### src/rtl/fetch_issue_unit.sv
// fetch_issue_unit
// Owns the fetch PC, drives word addresses into a 1-cycle synchronous-read
// instruction memory and presents {PC, IR} pairs downstream through a
// valid/ready handshake. A 2-entry buffer absorbs the fetch still in flight
// when downstream stalls. Entry 0 is always the head, and a pop shifts entry 1
// down. The downstream outputs therefore come straight from entry-0 registers.
// A redirect flushes the buffer and the in-flight fetch, then restarts at the
// target PC.

module fetch_issue_unit #(
    parameter int          ADDR_WIDTH = 12,
    parameter logic [31:0] RESET_PC   = 32'h0000_0000,
    parameter logic [31:0] NOP        = 32'h0000_0000
) (
    input  logic                  clk,
    input  logic                  reset,
    output logic [ADDR_WIDTH-1:0] imem_addr,
    input  logic [31:0]           imem_data,
    output logic [31:0]           fd_PC,
    output logic [31:0]           fd_IR,
    output logic                  fd_valid,
    input  logic                  fd_ready,
    input  logic                  redirect,
    input  logic [31:0]           redirect_PC
);

    logic [31:0] pc_r,          pc_n_s;
    logic        inflight_r,    inflight_n_s;
    logic [31:0] inflight_pc_r, inflight_pc_n_s;
    logic        v0_r,  v0_n_s;
    logic [31:0] pc0_r, pc0_n_s;
    logic [31:0] ir0_r, ir0_n_s;
    logic        v1_r,  v1_n_s;
    logic [31:0] pc1_r, pc1_n_s;
    logic [31:0] ir1_r, ir1_n_s;
    logic        pop_s;
    logic        issue_s;

    // Memory sees the low PC bits. Higher PCs alias, but fd_PC keeps all 32 bits.
    assign imem_addr = pc_r[ADDR_WIDTH-1:0];
    assign fd_PC     = pc0_r;
    assign fd_IR     = ir0_r;
    assign fd_valid  = v0_r;

    // Next-state logic: redirect first, then pop, issue decision, capture.
    always_comb begin
        pc_n_s          = pc_r;
        inflight_n_s    = 1'b0;
        inflight_pc_n_s = inflight_pc_r;
        v0_n_s          = v0_r;
        pc0_n_s         = pc0_r;
        ir0_n_s         = ir0_r;
        v1_n_s          = v1_r;
        pc1_n_s         = pc1_r;
        ir1_n_s         = ir1_r;
        pop_s           = v0_r & fd_ready;
        issue_s         = 1'b0;

        if (redirect) begin
            // A head handed over at this edge is downstream's to squash.
            pc_n_s       = redirect_PC;
            inflight_n_s = 1'b0;
            v0_n_s       = 1'b0;
            v1_n_s       = 1'b0;
            ir0_n_s      = NOP;
        end else begin
            if (pop_s) begin
                if (v1_r) begin
                    pc0_n_s = pc1_r;
                    ir0_n_s = ir1_r;
                end else begin
                    ir0_n_s = NOP;
                end
                v0_n_s = v1_r;
                v1_n_s = 1'b0;
            end else begin
                v0_n_s = v0_r;
            end

            // Issue only if the post-pop occupancy plus the pending return
            // leaves room for one more result.
            issue_s = ~(v0_n_s & (v1_n_s | inflight_r));

            if (inflight_r) begin
                if (!v0_n_s) begin
                    v0_n_s  = 1'b1;
                    pc0_n_s = inflight_pc_r;
                    ir0_n_s = imem_data;
                end else begin
                    v1_n_s  = 1'b1;
                    pc1_n_s = inflight_pc_r;
                    ir1_n_s = imem_data;
                end
            end else begin
                inflight_n_s = 1'b0;
            end

            if (issue_s) begin
                pc_n_s          = pc_r + 32'd1;
                inflight_n_s    = 1'b1;
                inflight_pc_n_s = pc_r;
            end else begin
                inflight_n_s    = 1'b0;
            end

            if (!v0_n_s) begin
                ir0_n_s = NOP;
            end else begin
                ir0_n_s = ir0_n_s;
            end
        end
    end

    // State registers: asynchronous clear to reset values.
    always_ff @(posedge clk or negedge reset) begin
        if (!reset) begin
            pc_r          <= RESET_PC;
            inflight_r    <= 1'b0;
            inflight_pc_r <= 32'h0000_0000;
            v0_r          <= 1'b0;
            pc0_r         <= 32'h0000_0000;
            ir0_r         <= NOP;
            v1_r          <= 1'b0;
            pc1_r         <= 32'h0000_0000;
            ir1_r         <= NOP;
        end else begin
            pc_r          <= pc_n_s;
            inflight_r    <= inflight_n_s;
            inflight_pc_r <= inflight_pc_n_s;
            v0_r          <= v0_n_s;
            pc0_r         <= pc0_n_s;
            ir0_r         <= ir0_n_s;
            v1_r          <= v1_n_s;
            pc1_r         <= pc1_n_s;
            ir1_r         <= ir1_n_s;
        end
    end

endmodule

### config.mk
export PLATFORM = sky130hd
export DESIGN_NAME = fetch_issue_unit
export DESIGN_NICKNAME = d
export VERILOG_FILES = /design/src/rtl/fetch_issue_unit.sv
export SDC_FILE = /design/constraint.sdc
export NUM_CORES = 1
export LEC_CHECK = 0
export CAP_MARGIN = 15
export CORE_MARGIN = 5
export CORE_UTILIZATION = 40
export DETAILED_ROUTE_END_ITERATION = 6
export DONT_BUFFER_PORTS = 1
export GPL_ROUTABILITY_DRIVEN = 0
export PLACE_DENSITY_LB_ADDON = 0.1
export SYNTH_ARGS = -nofsm -noshare
export SYNTH_HDL_FRONTEND = slang
export SYNTH_SLANG_ARGS = --single-unit
### constraint.sdc
create_clock -name clk -period 1.67 [get_ports clk]
set_input_delay 0.334 -clock clk [delete_from_list [all_inputs] [get_ports clk]]
set_output_delay 0.334 -clock clk [all_outputs]
set_load 0.03 [all_outputs]
==> results_dict.tcl, run 1 <==
set metrics [dict create \
    final_net_count 847 \
    cp_data_required_time_ns 1.99 \
    cpPeakStageDelay_ns 0.36 \
    coreArea_um2 21620 \
    cts_made_buffers 17 \
    num_rows 54 \
    hold_class "primary input to asynchronous set/reset pin" \
    insertion_delay_ns 0.43 \
    synth_nets 839 \
    syn-mean-instance-area_um2 11.31 \
    clock-root-buffer "clkbuf_16" \
    vias 6116 \
    cts_htree_levels 4 \
    peakVddDrop_uv 695.3 \
    multi_input_area_um2 3576 \
    totalPowerFinal_mw 12.34 \
    diodes 0 \
    fin_area_um2 10020 \
    slowest_stage "dfrtp_1" \
    firstDrtPassIters 4 \
    holdBufCountCts 1 \
    crit_chain "and4_1, buf_6, nand4_4, nor3_1, xor2_1, mux2_2" \
    antenna_found_initial 0 \
    syn2layout_area_growth_pct 15.07 \
    grt_pass1_wl_mm 35.89 \
    yosys_warnings 0 \
    drtIter0Drc 311 \
    grt_max_degree 196 \
    ff_latch_area_um2 4883 \
    clk_pin_slew_worst_paths_ns 0.07 \
    cts.sinks 195 \
    reg2regPathDepth 6 \
    synthArstFlopShare_pct 100.0 \
    synth_cell_types 44 \
    yosysMostFrequentCell "dfrtp_1" \
    grt_setup_unrepaired "yes" \
    final_max_slew_viol_count 0 \
    critPathCaptureType "flip-flop" \
    holdWs_ns -0.4083 \
    wl_per_cell_um 21.24 \
    max_cap_violations 0 \
    die_x_um 157.6 \
    cp-start-kind "flip-flop" \
    nFillCells 2023 \
    place_ws_ns -0.03363 \
    grt_pass1_vias 6455 \
    yosys-top-cells-count "dfrtp_1 (195), nand2_1 (127), mux2_2 (66)" \
    yosys-top-cells-area "dfrtp_1 (56%), mux2_2 (8.5%), o22a_1 (6.4%), nand2_1 (5.5%), o22ai_1 (4.6%)" \
    synth_top_cell_area_share_pct 56.03 \
    crit_fanout 8 \
    clk_path_buf_depth 2 \
    boundaryPins 145 \
    die_area_um2 24820 \
    syn_area_um2 8708 \
    dp_cells 1033 \
    critPathKind "flip-flop to flip-flop" \
    status "finished, violations left" \
    hold_violations 195 \
    fmax_ghz 0.6057 \
    globalRouteOverflowTotal 0 \
    synth_flop_cell "dfrtp_1" \
    synth_seq_area_share_pct 56.03 \
    vias_per_cell 5.711 \
    ys_ff_latch 195 \
    portBuffers 0 \
    drc_errors 0 \
    layout-drive-gt1-share_pct 24.40 \
    setup_violations 0 \
    synthCells 770 \
    die_h_um 157.6 \
    worst_pin_slew_ns 0.4322 \
    start_util_pct 40.28 \
    relSlewSlack_pct 71.19 \
    period_needed_ns 1.651 \
    failed_checks "hold timing" \
    grt_usage_pct 18.38 \
    synth_top_cell_by_area "dfrtp_1" \
    dp_hpwl_mm 14.60 \
    leakage_nw 4.304 \
    powerDensity_nw_per_um2 1232 \
    wirelength_mm 22.75 \
    cp.arrival_ns 1.97 \
    antenna_left 0 \
    fin_cells 1071 \
    synth-edff-count 0 \
    finalWorstSetupSlack_ns 0.01896 \
    cts_tree "done" \
    place_area_um2 9244 \
    period_share_pct 98.86 \
    fin_skew_ns 0.01170 \
]
==> cell families after synthesis <==
family                   after synthesis  share of synthesized area (%)
AO/OA/AOI/OAI                        200                          16.45
XOR/XNOR                              31                          3.118
adder cells (fa/ha/maj)                1                         0.1437
buffers and inverters                 83                          4.670
flip-flops                           195                          56.03
multiplexers                          69                          8.879
AND/OR/NAND/NOR                      191                          10.70
==> cells in the final DEF, fill, tap and decap left out, types with 3 or more instances in the layout <==
master and n:
clkinv_4 3, mux2_2 66, dfrtp_2 3, nor3_1 6, clkinv_2 3, o21ai_0 20, dfrtp_1 192, and3_1 3
nand4_1 7, buf_6 12, nand2_1 126, clkbuf_16 18, mux2i_1 3, o22a_1 64, o21ai_1 14, buf_4 39
buf_12 9, nor3_2 4, clkinvlp_4 3, nand2b_1 3, o22ai_1 64, nor2_1 8, inv_1 10, nand3_1 7
a211oi_1 32, nor4_4 6, xnor2_1 28, xor2_1 3
==> path summary, 6_finish.rpt <==
| path | start | endpoint | slack, ns |
|---|---|---|---|
| max in group asynchronous | reset | fd_valid | 1.66 |
| max | pc_r[12] | pc_r[16] | 0.02 |
| min | reset | ir1_r[14] | -0.41 |
| min in group clk | redirect_PC[2] | pc_r[2] | 0.03 |
| min reg2reg | inflight_pc_r[19] | inflight_pc_r[19] | 0.51 |
| max reg2reg | pc_r[12] | pc_r[16] | 0.02 |
==> cell type report <==
class	instances	share of cell area, %
flip-flops and latches	195	48.73
multi-input cells	492	35.68
repair buffers	61	6.318
clock buffers	19	4.320
well taps	280	3.496
clock inverters	13	1.036
inverters	11	0.4120
==> critical path, delay by kind of cell (launching register included) <==
kind | cells | cell delay (ns)
AND/OR/NAND/NOR | 3 | 0.69
flip-flops | 1 | 0.36
multiplexers | 1 | 0.26
buffers and inverters | 1 | 0.13
XOR/XNOR | 1 | 0.10
==> layer usage <==
layer,wire [µm],share of wire (%),GRT usage [%]
met5,0,0,0
met4,306,1.3,5.162
met3,1491,6.6,5.472
met2,11010,48,29.84
met1,9944,44,24.08
==> registers in the layout, summed over array words and instances (netlist names) <==
| signal | count |
|---|---|
| fd_IR | 32 |
| fd_PC | 32 |
| inflight_pc_r | 32 |
| inflight_r | 1 |
| pc1_r | 32 |
| v1_r | 1 |
| fd_valid | 1 |
| pc_r | 32 |
| ir1_r | 32 |
==> report_power, final <==
part           switching (mW)  leakage, nW  internal, mW
sequential               1.05         2.42          5.61
combinational           0.835         1.63          1.03
clock                    1.88        0.258          1.94
total                    3.77         4.30          8.58
==> through the flow <==
| stage | utilization, % | TNS (ns) |
|---|---|---|
| 3_5_place_dp | 42.75 | -0.1072 |
| 4_1_cts | 45.52 | 0 |
| 6_report | 46.35 | 0 |
| 5_1_grt | 46.35 | -0.7663 |
| 2_1_floorplan | - | 0 |
| 3_3_place_gp | 42.75 | 0 |
==> repair_timing <==
| item | CTS | global route |
|---|---|---|
| resized for setup | 7 | 37 |
| endpoints found under the setup margin | 6 | 104 |
| gates cloned | 0 | 1 |
| pin swaps | 0 | 20 |
| buffers inserted | 0 | 5 |
| endpoints found under the hold margin | 237 | 195 |
Note: power is estimated with default switching activity, not from simulation.
==> run 2: changes to the inputs <==
--- a/config.mk
+++ b/config.mk
@@ -6,6 +6,7 @@
 export NUM_CORES = 1
 export LEC_CHECK = 0
 export CAP_MARGIN = 15
+export CORE_ASPECT_RATIO = 1.4
 export CORE_MARGIN = 5
 export CORE_UTILIZATION = 40
 export DETAILED_ROUTE_END_ITERATION = 6
==> constraint.sdc (replaced) <==
create_clock -name clk -period 1.7 [get_ports clk]
set_input_delay 0.34 -clock clk [delete_from_list [all_inputs] [get_ports clk]]
set_output_delay 0.34 -clock clk [all_outputs]
set_load 0.03 [all_outputs]
==> results_dict.tcl, run 2 (synthesis results as in run 1) <==
set metrics [dict create \
    grt_pass1_wl_mm 35.54 \
    critPathCaptureType "flip-flop" \
    diodes 0 \
    dp_hpwl_mm 14.34 \
    peakVddDrop_uv 683.4 \
    ff_latch_area_um2 4881 \
    final_common_cell "dfrtp_1" \
    crit_chain "and2b_4, o211ai_4, buf_6, nor3_2, xor2_1, mux2_4" \
    die_x_um 134.7 \
    cts_htree_levels 4 \
    cp-start-kind "flip-flop" \
    setup_violations 0 \
    final_max_slew_viol_count 0 \
    grt_pass1_vias 6423 \
    vias_per_cell 5.718 \
    final_net_count 847 \
    die_h_um 184.6 \
    portBuffers 0 \
    period_share_pct 99.65 \
    period_needed_ns 1.694 \
    worstSetupPathDepth 6 \
    multi_input_area_um2 3595 \
    final_cell_mix "dfrtp_1 (194), nand2_1 (126), mux2_2 (65)" \
    leakage_nw 4.313 \
    antenna_left 0 \
    drtIter0Drc 304 \
    holdBufCountCts 3 \
    coreArea_um2 21620 \
    clock-root-buffer "clkbuf_16" \
    cp_data_required_time_ns 2.02 \
    antenna_found_initial 0 \
    grt_setup_unrepaired "yes" \
    tns_ns 0 \
    cts.sinks 195 \
    holdWs_ns -0.4032 \
    clk_pin_slew_worst_paths_ns 0.07 \
    clk_path_buf_depth 2 \
    slowest_stage "dfrtp_1" \
    failed_checks "hold timing" \
    fin_skew_ns 0.01098 \
    boundaryPins 145 \
    cts_tree "done" \
    wl_per_cell_um 20.88 \
    cp.arrival_ns 2.01 \
    start_util_pct 40.28 \
    globalRouteOverflowTotal 0 \
    hold_violations 195 \
    grt_usage_pct 18.21 \
    drc_errors 0 \
    relSlewSlack_pct 67.45 \
    wirelength_mm 22.03 \
    cts_made_buffers 17 \
    path_buf_inv 1 \
    powerDensity_nw_per_um2 1235 \
    critPathKind "flip-flop to flip-flop" \
    grt_max_degree 196 \
    syn2layout_area_growth_pct 15.69 \
    crit_fanout 5 \
    die_area_um2 24860 \
    firstDrtPassIters 5 \
    fmax_ghz 0.5903 \
    cpPeakStageDelay_ns 0.41 \
    hold_class "primary input to asynchronous set/reset pin" \
    nFillCells 2014 \
    vias 6033 \
    worst_pin_slew_ns 0.4867 \
    insertion_delay_ns 0.44 \
    reg2regPathDepth 6 \
    layout-drive-gt1-share_pct 24.53 \
    crit_family "flip-flops" \
    status "finished, violations left" \
    num_rows 64 \
    max_cap_violations 0 \
    totalPowerFinal_mw 12.44 \
]
-- run 2: layout make-up --
class                           instances  area share (%)
Sequential cell                       195           48.45
Inverter                               11          0.4347
Clock buffer                           20           4.434
Tap cell                              264           3.279
Timing Repair Buffer                   61           6.234
Multi-Input combinational cell        492           35.68
Clock inverter                         12           1.490
-- run 2: repair_timing --
action	in CTS	in global routing
setup buffers	0	7
endpoints found under the setup margin	7	119
endpoints found under the hold margin	235	201
gates resized for setup	2	38
pin swaps	1	15
gates cloned	0	1
-- run 2: final timing paths --
path	start	endpoint	slack [ns]
max reg2reg	v1_r	pc_r[12]	0.006
max	v1_r	pc_r[12]	0.006
min in group clk	redirect_PC[24]	pc_r[24]	0.03
min	reset	ir1_r[16]	-0.40
min reg2reg	inflight_pc_r[4]	inflight_pc_r[4]	0.50
max in group asynchronous	reset	fd_PC[13]	1.83
-- run 2: through the flow --
step	hold slack, ns	worst slack (ns)	area [µm²]	util (%)	instances
after global routing	-0.4365	-0.06928	10070	46.60	1055
after detailed placement	0.05051	-0.06449	9186	42.49	1012
final	-0.4032	0.006013	10070	46.60	1055
after floorplan	0.04441	0.06288	8711	-	770
after global placement	0.05017	-0.04951	9186	42.49	1012
after CTS	-0.4243	0.003082	9834	45.49	1047
-- run 2: per-layer routing --
layer	up-vias	wire, µm	global-route usage (%)
li1	2809	-	-
met1	3049	8971	21.54
met2	155	11610	32.18
met3	20	1123	5.106
met4	0	325	5.420
met5	-	0	0
-- run 2: power by group --
group | leakage [nW] | switching [mW] | internal [mW]
Combinational | 1.61 | 0.820 | 1.03
Sequential | 2.42 | 1.02 | 5.51
Clock | 0.285 | 1.82 | 2.24
Total | 4.31 | 3.65 | 8.78
